`config.mk`:
```
export PLATFORM = sky130hd
export DESIGN_NAME = adc_capture
export DESIGN_NICKNAME = d
export VERILOG_FILES = /design/src/rtl/adc_capture.sv
export SDC_FILE = /design/constraint.sdc
export NUM_CORES = 1
export LEC_CHECK = 0
export ABC_CLOCK_PERIOD_IN_PS = 2570
export BUFFER_PORTS_ARGS = -buffer_cell sky130_fd_sc_hd__buf_2
export CAP_MARGIN = 15
export CORE_ASPECT_RATIO = 1.1
export CORE_UTILIZATION = 49
export CTS_BUF_LIST = sky130_fd_sc_hd__clkbuf_16
export DETAILED_ROUTE_END_ITERATION = 6
export GPL_ROUTABILITY_DRIVEN = 1
export GPL_TIMING_DRIVEN = 0
export PLACE_DENSITY = 0.7
export SYNTH_ARGS = -nofsm -noshare
export SYNTH_HDL_FRONTEND = slang
export SYNTH_SLANG_ARGS = --single-unit
```
`constraint.sdc`:
```
create_clock -name clk -period 2.57 [get_ports clk]
set_input_delay 0.1285 -clock clk [delete_from_list [all_inputs] [get_ports clk]]
set_output_delay 0.1285 -clock clk [all_outputs]
set_load 0.02 [all_outputs]
```
`src/rtl/adc_capture.sv`:
```
// ADC conversion sequencer: pulses WR on tick, waits for INT, captures DB.
// Ports: clk, rst(n), tick, INT, DB -> WR, data/valid/ready, busy, overrun, timeout_err.
module adc_capture #(
    parameter int DATA_W    = 8,
    parameter int WR_CYCLES = 2,
    parameter int TIMEOUT   = 1023,
    parameter int TO_W      = 10
) (
    input  logic              clk,
    input  logic              rst,
    input  logic              tick,
    input  logic              INT,
    input  logic [DATA_W-1:0] DB,
    output logic              WR,
    output logic [DATA_W-1:0] data,
    output logic              valid,
    input  logic              ready,
    output logic              busy,
    output logic              overrun,
    output logic              timeout_err
);

    typedef enum logic [2:0] {
        IDLE,
        WR_LO,
        WAIT_HI,
        WAIT_LO,
        CAPTURE
    } state_t;

    localparam logic [TO_W-1:0] TO_MAX  = TO_W'(TIMEOUT);
    localparam logic [TO_W-1:0] WR_LAST = TO_W'(WR_CYCLES - 1);
    localparam logic [TO_W-1:0] ONE     = TO_W'(1);

    state_t            state_q, state_d;
    logic [TO_W-1:0]   cnt_q, cnt_d;
    logic [DATA_W-1:0] data_q, data_d;
    logic              valid_q, valid_d;
    logic              wr_q, wr_d;
    logic              ovr_q, ovr_d;
    logic              to_q, to_d;

    logic              int_s1, int_s2, int_s3;
    logic [DATA_W-1:0] db_s1, db_s2;
    logic              rise, fall;

    // DB rides alongside INT so db_s2 is aligned with int_s2
    always_ff @(posedge clk or negedge rst) begin
        if (!rst) begin
            int_s1 <= 1'b0;
            int_s2 <= 1'b0;
            int_s3 <= 1'b0;
            db_s1  <= '0;
            db_s2  <= '0;
        end else begin
            int_s1 <= INT;
            int_s2 <= int_s1;
            int_s3 <= int_s2;
            db_s1  <= DB;
            db_s2  <= db_s1;
        end
    end

    assign rise = int_s2 & ~int_s3;
    assign fall = ~int_s2 & int_s3;

    always_ff @(posedge clk or negedge rst) begin
        if (!rst) begin
            state_q <= IDLE;
            cnt_q   <= '0;
            data_q  <= '0;
            valid_q <= 1'b0;
            wr_q    <= 1'b1;
            ovr_q   <= 1'b0;
            to_q    <= 1'b0;
        end else begin
            state_q <= state_d;
            cnt_q   <= cnt_d;
            data_q  <= data_d;
            valid_q <= valid_d;
            wr_q    <= wr_d;
            ovr_q   <= ovr_d;
            to_q    <= to_d;
        end
    end

    always_comb begin
        state_d = state_q;
        cnt_d   = cnt_q;
        data_d  = data_q;
        valid_d = valid_q;
        wr_d    = 1'b1;
        ovr_d   = 1'b0;
        to_d    = 1'b0;

        if (valid_q && ready)
            valid_d = 1'b0;

        unique case (state_q)
            IDLE: begin
                if (tick) begin
                    state_d = WR_LO;
                    wr_d    = 1'b0;
                    cnt_d   = '0;
                end
            end
            WR_LO: begin
                // WR already low for one cycle on entry
                if (cnt_q == WR_LAST) begin
                    state_d = WAIT_HI;
                    cnt_d   = '0;
                end else begin
                    wr_d  = 1'b0;
                    cnt_d = cnt_q + ONE;
                end
            end
            WAIT_HI: begin
                if (rise) begin
                    state_d = WAIT_LO;
                end else if (cnt_q == TO_MAX) begin
                    state_d = IDLE;
                    to_d    = 1'b1;
                end else begin
                    cnt_d = cnt_q + ONE;
                end
            end
            WAIT_LO: begin
                // cnt keeps running: the budget covers the whole wait
                if (fall) begin
                    state_d = CAPTURE;
                end else if (cnt_q == TO_MAX) begin
                    state_d = IDLE;
                    to_d    = 1'b1;
                end else begin
                    cnt_d = cnt_q + ONE;
                end
            end
            CAPTURE: begin
                state_d = IDLE;
                // a consume in this same cycle frees the register
                if (!valid_q || ready) begin
                    data_d  = db_s2;
                    valid_d = 1'b1;
                end else begin
                    ovr_d = 1'b1;
                end
            end
            default: state_d = IDLE;
        endcase
    end

    assign WR          = wr_q;
    assign data        = data_q;
    assign valid       = valid_q;
    assign busy        = (state_q != IDLE);
    assign overrun     = ovr_q;
    assign timeout_err = to_q;

endmodule
```
==> results of run 1 <==
==> final cells by class <==
| class | count | area [µm²] |
|---|---|---|
| Clock inverter | 3 | 63.8 |
| Buffer | 6 | 38.8 |
| Inverter | 3 | 11.3 |
| Multi-Input combinational cell | 89 | 622 |
| Timing Repair Buffer | 34 | 215 |
| Clock buffer | 5 | 125 |
| Fill cell | 269 | 1150 |
| Sequential cell | 44 | 1100 |
| Tap cell | 48 | 60.1 |
==> how the worst max path moves through the flow <==
stage	startpoint	end	slack [ns]	depth (start not counted)
after floorplan	state_q[1]	cnt_q[1]	0.66	7
after CTS	state_q[2]	cnt_q[1]	0.33	6
after detailed placement	state_q[2]	cnt_q[1]	0.35	6
final	state_q[2]	cnt_q[1]	0.29	6
after global routing	state_q[2]	cnt_q[3]	0.15	6
after global placement	state_q[2]	cnt_q[1]	0.38	6
==> synthesized netlist by cell type (all sizes together) (2+ instances only) <==
cell type	count
a21oi	11
a41oi	2
and3	5
buf	3
clkbuf	3
dfrtp	43
ha	2
inv	3
mux2	8
nand2	4
nand2b	3
nand3	7
nand4	2
nor2	5
nor3	5
nor4	2
o31ai	8
or4	10
==> flip-flops by register name, summed over array words and instances, names as in the netlist <==
signal and count:
db_s1 8, WR 1, overrun 1, data 8
int_s1 1, cnt_q 10, timeout_err 1, valid 1
int_s2 1, db_s2 8, state_q 3, int_s3 1
==> power by group <==
| group | internal [mW] | switching (mW) |
|---|---|---|
| registers | 0.821 | 0.0829 |
| logic | 0.266 | 0.391 |
| clock network | 0.553 | 0.247 |
==> worst max-delay path, stage by stage, from the launching register on <==
cell and delay, ns:
dfrtp_1 0.38, clkbuf_1 0.22, nand2b_1 0.26, nor4_1 0.62, clkbuf_1 0.40, or2_1 0.20
o41ai_2 0.08
==> logic make-up (layout without fill, tap and decap cells) <==
group | Yosys count | in the layout | share of synthesized area [%]
simple gates | 53 | 53 | 18.3
compound gates | 26 | 26 | 10.2
fa+ha+maj | 2 | 2 | 1.41
flops | 44 | 44 | 62.1
mux | 8 | 8 | 5.08
buf+inv | 9 | 51 | 2.82
==> what timing repair did <==
action / in CTS / in global routing
setup endpoints to repair: 0 / 0
hold endpoints to repair: 9 / 0
hold buffers: 9 / 0
==> layer usage <==
layer	vias to the layer above	part of all wire [%]	track usage (%)	wire [µm]
met2	35	48	32.2	1630
met4	0	2.5	12.5	86
met3	9	4.4	4.92	148
li1	618	-	-	-
met5	-	0	0	0
met1	625	45	25.3	1500
==> summary.txt, run 1 <==
Hold path
  • Worst min path class: in -> async

Yosys
  • Synth area leaders: dfrtp_1 (61%), or4_1 (4.2%), o31ai_1 (3.4%), mux2_1 (3.2%), a21oi_1 (3.1%)
  • Synth unique cells: 36
  • Sequential area share after synthesis: 62.1%
  • Post-Syn Area: 1770 µm²
  • Post-synth EDFFs: 0
  • Ys Warns: 0
  • Async SR Flop Fraction: 100%
  • Synthesized instance count: 142
  • Mean post-synth cell area: 12.5 µm²
  • Synth top area share: 60.6%
  • Post-synth top area cell: dfrtp_1
  • FF+latch count, synth: 44
  • Post-Syn Nets: 157
  • Primary FF master, synth: dfrtp_1

Global routing
  • GR Util All Layers: 20.5%
  • Grt total ovfl: 0
  • Largest net degree at the start of global routing: 45
  • Global-route wire length before repair: 5.66 mm
  • Initial antenna violation count: 0
  • Number of global-route vias before repair: 1250

Critical path
  • Critical path fanouts, max: 10
  • Crit path DAT: 2.44 ns
  • RR Startpoint: state_q[2]
  • Reg2reg end: cnt_q[1]
  • R2R depth: 6
  • Critical path endpoint category: flop
  • R2r setup slk: 0.29 ns
  • WS Path Type: reg -> reg
  • Startpoint types: flop
  • Req. time, crit path: 2.72 ns

Clock network
  • Root Driver: clkbuf_16
  • CTS tree: yes
  • Clk slew on worst S/H paths: 0.06 ns
  • TritonCTS Buffers: 5
  • Clock Latency Late Sink: 0.28 ns
  • H-tree depth: 2
  • TritonCTS Sinks: 44
  • Setup bufs post-CTS: 0
  • Max Root-Sink Buffers: 2
  • Post_cts resized: 0

Timing
  • Worst-Margin Slew: 0.936 ns
  • RSZ-0062 raised after global routing: false
  • Fin Hold WS: -0.0118 ns
  • Slew Limit Fails: 0
  • Crit share post-route: 88.9%
  • Final hold vios: 20
  • Setup tns final: 0 ns
  • Setup Skew: 0.00356 ns
  • Setup WS post-layout: 0.286 ns
  • Achievable Freq: 0.438 GHz
  • Final Critical Period: 2.28 ns
  • Final setup fails: 0
  • Relative slew slack: 37.6%

Cells and area
  • Design Area, Final: 2240 µm²
  • Final std cells w/o fill: 232
  • Commonest non-fill, non-tap cell in the layout: dfrtp_1
  • ANT cells: 0
  • Ratio of cells with drive above 1 in the final layout: 21.7%
  • Util after Layout: 66.1%
  • Area Growth Syn to Fin: 26.2%
  • Fin nets: 198
  • Commonest cells after routing, fill and taps aside: dfrtp_1 (43), buf_2 (26), a21oi_1 (11)

Route
  • Routed wire per std cell: 14.5 µm
  • Post-route ant nets: 0
  • WL final: 3.37 mm
  • Drt first pass iters: 4
  • 1st-iter DRT viols: 47
  • Via Count: 1287
  • Drt drc: 0
  • Vias per cell: 5.55

Placement
  • Placement Cell Area: 1960 µm²
  • Hpwl dp: 2.25 mm
  • Port Buffers: 25
  • Routability congestion estimate: 0.815
  • Placed instance count: 215
  • Post-Place Worst Slack: 0.347 ns

Power and ir drop
  • Maximum vdd drop: 0.537 mV
  • Pwr Total: 2.36 mW
  • P_leak: 1.03 nW
  • PD cells: 1050 nW/µm²

Run
  • Max-Cap Viols: 0

Status
  • Violations in the final reports: negative hold slack
  • Status: finished, violations left

Floorplan
  • Core area: 3390 µm²
  • Die area: 3870 µm²
  • Row Count: 22
  • Die H: 65.1 µm
  • I/O pins: 26
  • Die Span X: 59.4 µm
  • Starting density of the core: 52.4%
Note: power is estimated with default switching activity, not from simulation.
==> run 2, diff against run 1 <==
--- a/config.mk
+++ b/config.mk
@@ -5,6 +5,7 @@
 export SDC_FILE = /design/constraint.sdc
 export NUM_CORES = 1
 export LEC_CHECK = 0
+export ABC_AREA = 1
 export ABC_CLOCK_PERIOD_IN_PS = 2570
 export BUFFER_PORTS_ARGS = -buffer_cell sky130_fd_sc_hd__buf_2
 export CAP_MARGIN = 15
==> run 2 against run 1 <==
  * The run still ends with negative hold slack left
  * Sequential share of layout area down 2.3 points
  * Clock power fell by 8.8%
  * First-iteration DRC count increased by 40%
  * Core utilization shrank 2.4 points
  * Flip-flop and latch count did not move
  * Synthesized cell count rose by 35%
  * Via count up 4.8%
  * Critical path depth up 3
  * Largest power group is now the clock network
  * Highest routed layer unchanged
==> summary.txt, run 2 <==
Critical path
  • CP cell instances: ha_1 > nand2_1 > nor2_4 > nand3b_4 > nor2_4 > nor2_4 > buf_6 > nand3b_1 > nand2_1
  • Worst path depth: 9 (+3)
  • Slowest stage delay, CP: 0.39 ns (-0.23 ns)
  • Worst Setup EP: cnt_q[1]
  • RR Startpoint: cnt_q[0]
  • Worst setup path start: cnt_q[0]
  • Reg2reg end: cnt_q[1]
  • Critical path endpoint category: flop
  • Top cell by count, worst path: nor2_4
  • Critical path fanouts, max: 10 (unchanged)
  • R2r setup slk: 0.98 ns (+0.70 ns)
  • Req. time, crit path: 2.74 ns (+0.02 ns)
  • WS Path Type: reg -> reg
  • CP bufs+invs: 1 (-1)
  • CP max-delay cell: dfrtp_1
  • Crit path DAT: 1.76 ns (-0.68 ns)
  • Startpoint types: flop
  • R2R depth: 9 (+3)
  • Worst path top cell family by delay: simple AND/OR/NAND/NOR gates

Yosys
  • Synth area leaders: dfrtp_1 (57%), nand2_1 (12%), nand3_1 (3.7%), inv_1 (3.4%), mux2_1 (2.4%)
  • Synth top area share: 56.7% (-3.9 points)
  • Primary FF master, synth: dfrtp_1
  • Post-Syn Area: 1900 µm² (+6.9%)
  • Ys Warns: 0 (unchanged)
  • Async SR Flop Fraction: 100% (unchanged)
  • Synthesized instance count: 192 (+35%)
  • Mean post-synth cell area: 9.88 µm² (-21%)
  • Sequential area share after synthesis: 58.1% (-4.0 points)
  • Post-synth EDFFs: 0 (unchanged)
  • Post-Syn Nets: 207 (+32%)
  • FF+latch count, synth: 44 (unchanged)
  • Post-synth top cells: nand2_1 (59), dfrtp_1 (43), inv_1 (17), nand3_1 (14), nor2_1 (10)
  • Post-synth top area cell: dfrtp_1
  • Count leader, synth: nand2_1
  • Synth unique cells: 28 (-22%)

Clock network
  • Root Driver: clkbuf_16
  • H-tree depth: 2 (unchanged)
  • TritonCTS Buffers: 5 (unchanged)
  • Max Root-Sink Buffers: 2 (unchanged)
  • Clk slew on worst S/H paths: 0.06 ns (about the same)
  • CTS tree: yes
  • TritonCTS Sinks: 44 (unchanged)
  • Clock Latency Late Sink: 0.28 ns (about the same)
  • Count of hold-fix buffers inserted at cts: 9 (unchanged)
  • Post_cts resized: 0 (unchanged)
  • Setup bufs post-CTS: 0 (unchanged)

Cells and area
  • ANT cells: 0 (unchanged)
  • Number of flip-flops under the largest register name: 10 (unchanged)
  • Fin nets: 248 (+25%)
  • Filler Cell Count: 314 (+17%)
  • Commonest non-fill, non-tap cell in the layout: nand2_1
  • Ratio of cells with drive above 1 in the final layout: 23.9% (+2.2 points)
  • Commonest cells after routing, fill and taps aside: nand2_1 (59), dfrtp_1 (43), buf_2 (25)
  • Area Growth Syn to Fin: 23.7%
  • Most flops, register: cnt_q

Placement
  • Routability congestion estimate: 0.843 (+3.5%)
  • Hpwl dp: 2.28 mm (+1.3%)
  • Port Buffers: 25 (unchanged)

Timing
  • Achievable Freq: 0.631 GHz (+44%)
  • Setup tns final: 0 ns (unchanged)
  • Final setup fails: 0 (unchanged)
  • Relative slew slack: 37.1% (-0.48 points)
  • Final hold vios: 24 (+20%)
  • Final Critical Period: 1.59 ns (-0.699 ns)
  • Crit share post-route: 61.7% (-27 points)
  • Setup Skew: 0.00296 ns (-0.000604 ns)
  • Fin Hold WS: -0.00662 ns (+0.00516 ns)
  • Slew Limit Fails: 0 (unchanged)
  • RSZ-0062 raised after global routing: false
  • Worst-Margin Slew: 0.943 ns (+0.00721 ns)

Route
  • 1st-iter DRT viols: 66 (+40%)
  • Post-route ant nets: 0 (unchanged)
  • Vias per cell: 4.75 (-14%)
  • Drt first pass iters: 4 (unchanged)
  • WL final: 3.46 mm (+2.6%)
  • Drt drc: 0 (unchanged)
  • Via Count: 1349 (+4.8%)
  • Routed wire per std cell: 12.2 µm (-16%)

Power and ir drop
  • PD cells: 630 nW/µm² (-40%)
  • P_leak: 1.30 nW (+26%)
  • Maximum vdd drop: 0.475 mV (-12%)

Global routing
  • Grt total ovfl: 0 (unchanged)
  • Global-route wire length before repair: 6.11 mm (+7.9%)
  • Largest net degree at the start of global routing: 45 (unchanged)
  • Number of global-route vias before repair: 1366 (+9.3%)
  • Initial antenna violation count: 0 (unchanged)
  • GR Util All Layers: 20.8% (+0.23 points)

Status
  • Violations in the final reports: negative hold slack
  • Status: finished, violations left

Run
  • Max-Cap Viols: 0 (unchanged)

Floorplan
  • Die Span X: 61.3 µm (+3.3%)
  • I/O pins: 26 (unchanged)
  • Die area: 4120 µm² (+6.7%)
  • Starting density of the core: 51.5% (-0.91 points)
  • Die H: 67.3 µm (+3.3%)
  • Row Count: 23 (+4.5%)
  • Core area: 3680 µm² (+8.8%)

Hold path
  • Worst min path class: in -> async
-- run 2: cell families (layout without fill, tap and decap cells) --
| kind of cell | Yosys count | after routing | synth area share, % |
|---|---|---|---|
| buffers and inverters | 22 | 64 | 4.75 |
| AO/OA/AOI/OAI | 12 | 12 | 3.63 |
| XOR/XNOR | 3 | 3 | 1.39 |
| adder cells (fa/ha/maj) | 2 | 2 | 1.32 |
| multiplexers | 8 | 8 | 4.75 |
| AND/OR/NAND/NOR | 101 | 101 | 26.1 |
| flip-flops | 44 | 44 | 58.1 |
-- run 2: how the worst min path moves through the flow --
stage,from,cells past startpoint,endpoint,slack [ns]
after CTS,rst,1,overrun,0.02
final,rst,1,data[7],-0.007
after floorplan,rst,0,cnt_q[0],-0.17
after global placement,DB[4],1,db_s1[4],0.24
after detailed placement,DB[3],1,db_s1[3],0.24
after global routing,rst,1,data[7],0.07
-- run 2: report_power, final --
part           total (mW)  leakage [nW]  switching (mW)  internal [mW]
combinational      0.0356         0.685          0.0195         0.0161
clock               0.730        0.0804           0.268          0.462
sequential          0.712         0.532         0.00463          0.708
-- run 2: metal layers --
metal  share of wire (%)  routed length (µm)  GRT usage (%)
met5                   0                   0              0
met4                0.40                  14           6.25
met3                 3.3                 115           4.98
met2                  47                1640           34.9
met1                  49                1690           26.2
-- run 2: layout make-up --
type	instances	area, µm²	area share, %
Clock inverter	3	46.3	1.97
Sequential cell	44	1100	47.0
Buffer	1	11.3	0.480
Multi-Input combinational cell	126	704	30.0
Inverter	21	78.8	3.36
Tap cell	50	62.6	2.67
Timing Repair Buffer	34	215	9.17
Clock buffer	5	125	5.33
-- run 2: stage by stage --
stage	power, mW	area, µm²	utilization (%)	worst slack (ns)	std cells
3_3_place_gp	0.749	2080	56.6	1.02	267
2_1_floorplan	0.727	1900	-	1.14	192
3_5_place_dp	0.750	2080	56.6	0.980	267
4_1_cts	1.49	2350	63.7	0.970	284
6_report	1.48	2350	63.7	0.985	284
5_1_grt	1.53	2350	63.7	0.851	284
==> run 3, diff against run 2 <==
--- a/config.mk
+++ b/config.mk
@@ -6,7 +6,7 @@
 export NUM_CORES = 1
 export LEC_CHECK = 0
 export ABC_AREA = 1
-export ABC_CLOCK_PERIOD_IN_PS = 2570
+export ABC_CLOCK_PERIOD_IN_PS = 1500
 export BUFFER_PORTS_ARGS = -buffer_cell sky130_fd_sc_hd__buf_2
 export CAP_MARGIN = 15
 export CORE_ASPECT_RATIO = 1.1
==> constraint.sdc (replaced) <==
create_clock -name clk -period 1.5 [get_ports clk]
set_input_delay 0.075 -clock clk [delete_from_list [all_inputs] [get_ports clk]]
set_output_delay 0.075 -clock clk [all_outputs]
set_load 0.02 [all_outputs]
==> run 3 against run 2 <==
  * The run now ends clean
  * Global-route usage rose by 0.64 points
  * Routed wire length rose by 7.6%
  * Via count rose by 1.2%
  * Flip-flop and latch count did not move
  * Worst hold slack improved by 0.10 ns
  * Core utilization rose by 3.5 points
  * Power rose by 71%
  * Sequential power rose by 71%
  * Clock power rose by 71%
  * Clock-buffer cell count did not move
  * Critical endpoint is now cnt_q[2]
==> summary.txt, run 3 (same netlist as run 2, synthesis figures left out) <==
Critical path
  • Critical path fanouts, max: 9 (-1)
  • Crit path DAT: 1.61 ns (-0.15 ns)
  • RR Startpoint: state_q[1]
  • Req. time, crit path: 1.67 ns (-1.07 ns)
  • WS Path Type: reg -> reg
  • R2R depth: 8 (-1)
  • Reg2reg end: cnt_q[2]
  • R2r setup slk: 0.06 ns (-0.93 ns)
  • Startpoint types: flop
  • Worst Setup EP: cnt_q[2]
  • Critical path endpoint category: flop
  • Worst setup path start: state_q[1]

Route
  • Post-route ant nets: 0 (unchanged)
  • 1st-iter DRT viols: 71 (+7.6%)
  • Via Count: 1365 (+1.2%)
  • Routed wire per std cell: 12.6 µm (+3.6%)
  • Drt first pass iters: 4 (unchanged)
  • WL final: 3.72 mm (+7.6%)
  • Vias per cell: 4.63 (-2.6%)
  • Drt drc: 0 (unchanged)

Clock network
  • Root Driver: clkbuf_16
  • Max Root-Sink Buffers: 2 (unchanged)
  • CTS tree: yes
  • TritonCTS Sinks: 44 (unchanged)
  • Clock Latency Late Sink: 0.28 ns (about the same)
  • Clk slew on worst S/H paths: 0.06 ns (about the same)
  • H-tree depth: 2 (unchanged)
  • TritonCTS Buffers: 5 (unchanged)

Cells and area
  • ANT cells: 0 (unchanged)
  • Filler Cell Count: 292 (-7.0%)
  • Fin nets: 259 (+4.4%)
  • Area Growth Syn to Fin: 30.4%
  • Number of flip-flops under the largest register name: 10 (unchanged)
  • Commonest non-fill, non-tap cell in the layout: nand2_1
  • Most flops, register: cnt_q
  • Ratio of cells with drive above 1 in the final layout: 30.6% (+6.7 points)
  • Commonest cells after routing, fill and taps aside: nand2_1 (56), dfrtp_1 (42), buf_2 (25)
  • Util after Layout: 67.2% (+3.5 points)

Timing
  • RSZ-0062 raised after global routing: true
  • Crit share post-route: 96.0% (+34 points)
  • Fin Hold WS: 0.0973 ns (+0.104 ns)
  • Achievable Freq: 0.694 GHz (+10%)
  • Final setup fails: 0 (unchanged)
  • Final hold vios: 0 (-100%)
  • Setup Skew: 0.00335 ns (+0.000390 ns)
  • Slew Limit Fails: 0 (unchanged)
  • Worst-Margin Slew: 0.947 ns (+0.00392 ns)
  • Setup tns final: 0 ns (unchanged)
  • Relative slew slack: 36.9% (-0.26 points)
  • Setup WS post-layout: 0.0594 ns (-0.925 ns)
  • Final Critical Period: 1.44 ns (-0.145 ns)

Run
  • Max-Cap Viols: 0 (unchanged)

Power and ir drop
  • P_leak: 1.35 nW (+3.9%)
  • PD cells: 1020 nW/µm² (+63%)
  • Maximum vdd drop: 0.815 mV (+71%)
  • Pwr Total: 2.53 mW (+71%)

Hold path
  • Min-delay src: tick
  • Hold depth: 3
  • Worst min path class: in -> reg

Global routing
  • Grt total ovfl: 0 (unchanged)
  • GR Util All Layers: 21.4% (+0.64 points)
  • Largest net degree at the start of global routing: 45 (unchanged)
  • Global-route wire length before repair: 6.29 mm (+3.0%)
  • Number of global-route vias before repair: 1397 (+2.3%)
  • Initial antenna violation count: 0 (unchanged)

Placement
  • Routability congestion estimate: 0.843 (unchanged)
  • Post-Place Worst Slack: -0.0901 ns (-1.07 ns)
  • Hpwl dp: 2.28 mm (unchanged)
  • Port Buffers: 25 (unchanged)

Status
  • Status: finished, final reports clean

Floorplan
  • Die area: 4120 µm² (unchanged)
  • I/O pins: 26 (unchanged)
  • Die Span X: 61.3 µm (unchanged)
  • Die H: 67.3 µm (unchanged)
  • Core area: 3680 µm² (unchanged)
  • Row Count: 23 (unchanged)
  • Starting density of the core: 51.5% (unchanged)
==> run 3: cell types whose count changed in the layout (fill, tap and decap cells not counted), sizes merged <==
cell,delta
dlygate4sd3,+1
buf,+10
==> run 3: timing repair <==
item,in CTS,in global routing
cloned,0,1
gates resized for setup,2,12
endpoints found under the hold margin,52,0
pin swaps,3,8
setup buffers,4,5
endpoints found under the setup margin,11,20
hold buffers,10,0
==> run 3: layer usage <==
layer / part of all wire, % / vias to the layer above / GRT usage, %
li1: - / 712 / -
met1: 49 / 632 / 26.7
met2: 49 / 19 / 36.5
met3: 2.3 / 2 / 4.98
met4: 0.46 / 0 / 6.25
met5: 0 / - / 0
==> run 3: worst max-delay path: stages, from the launching register on <==
cell     delay, ns
dfrtp_1       0.43
nand2_4       0.16
inv_2         0.09
nand3_2       0.09
nand3_2       0.09
nor2_4        0.20
inv_2         0.11
nand2_1       0.09
nand2_1       0.06
==> run 3: per-stage QoR <==
stage,cell area [µm²],std cells
2_1_floorplan,1900,192
3_3_place_gp,2080,267
5_1_grt,2470,295
4_1_cts,2390,289
3_5_place_dp,2080,267
6_report,2470,295
==> run 3: worst min path at each step <==
stage	end	slack [ns]
after CTS	overrun	0.09
after floorplan	cnt_q[0]	-0.22
after detailed placement	db_s1[3]	0.18
after global placement	db_s1[4]	0.18
final	WR	0.1
after global routing	WR	0.12
==> run 3: cell type report <==
type	instances	area (µm²)	share of cell area [%]
Buffer	1	11.3	0.455
Timing Repair Buffer	45	304	12.3
Clock buffer	5	125	5.06
Multi-Input combinational cell	126	742	30.0
Sequential cell	44	1100	44.6
Tap cell	50	62.6	2.53
Inverter	21	78.8	3.19
Clock inverter	3	46.3	1.87
==> run 3: power breakdown <==
part	switching [mW]	internal [mW]
Sequential	0.00790	1.21
Combinational	0.0339	0.0293
Clock	0.459	0.791
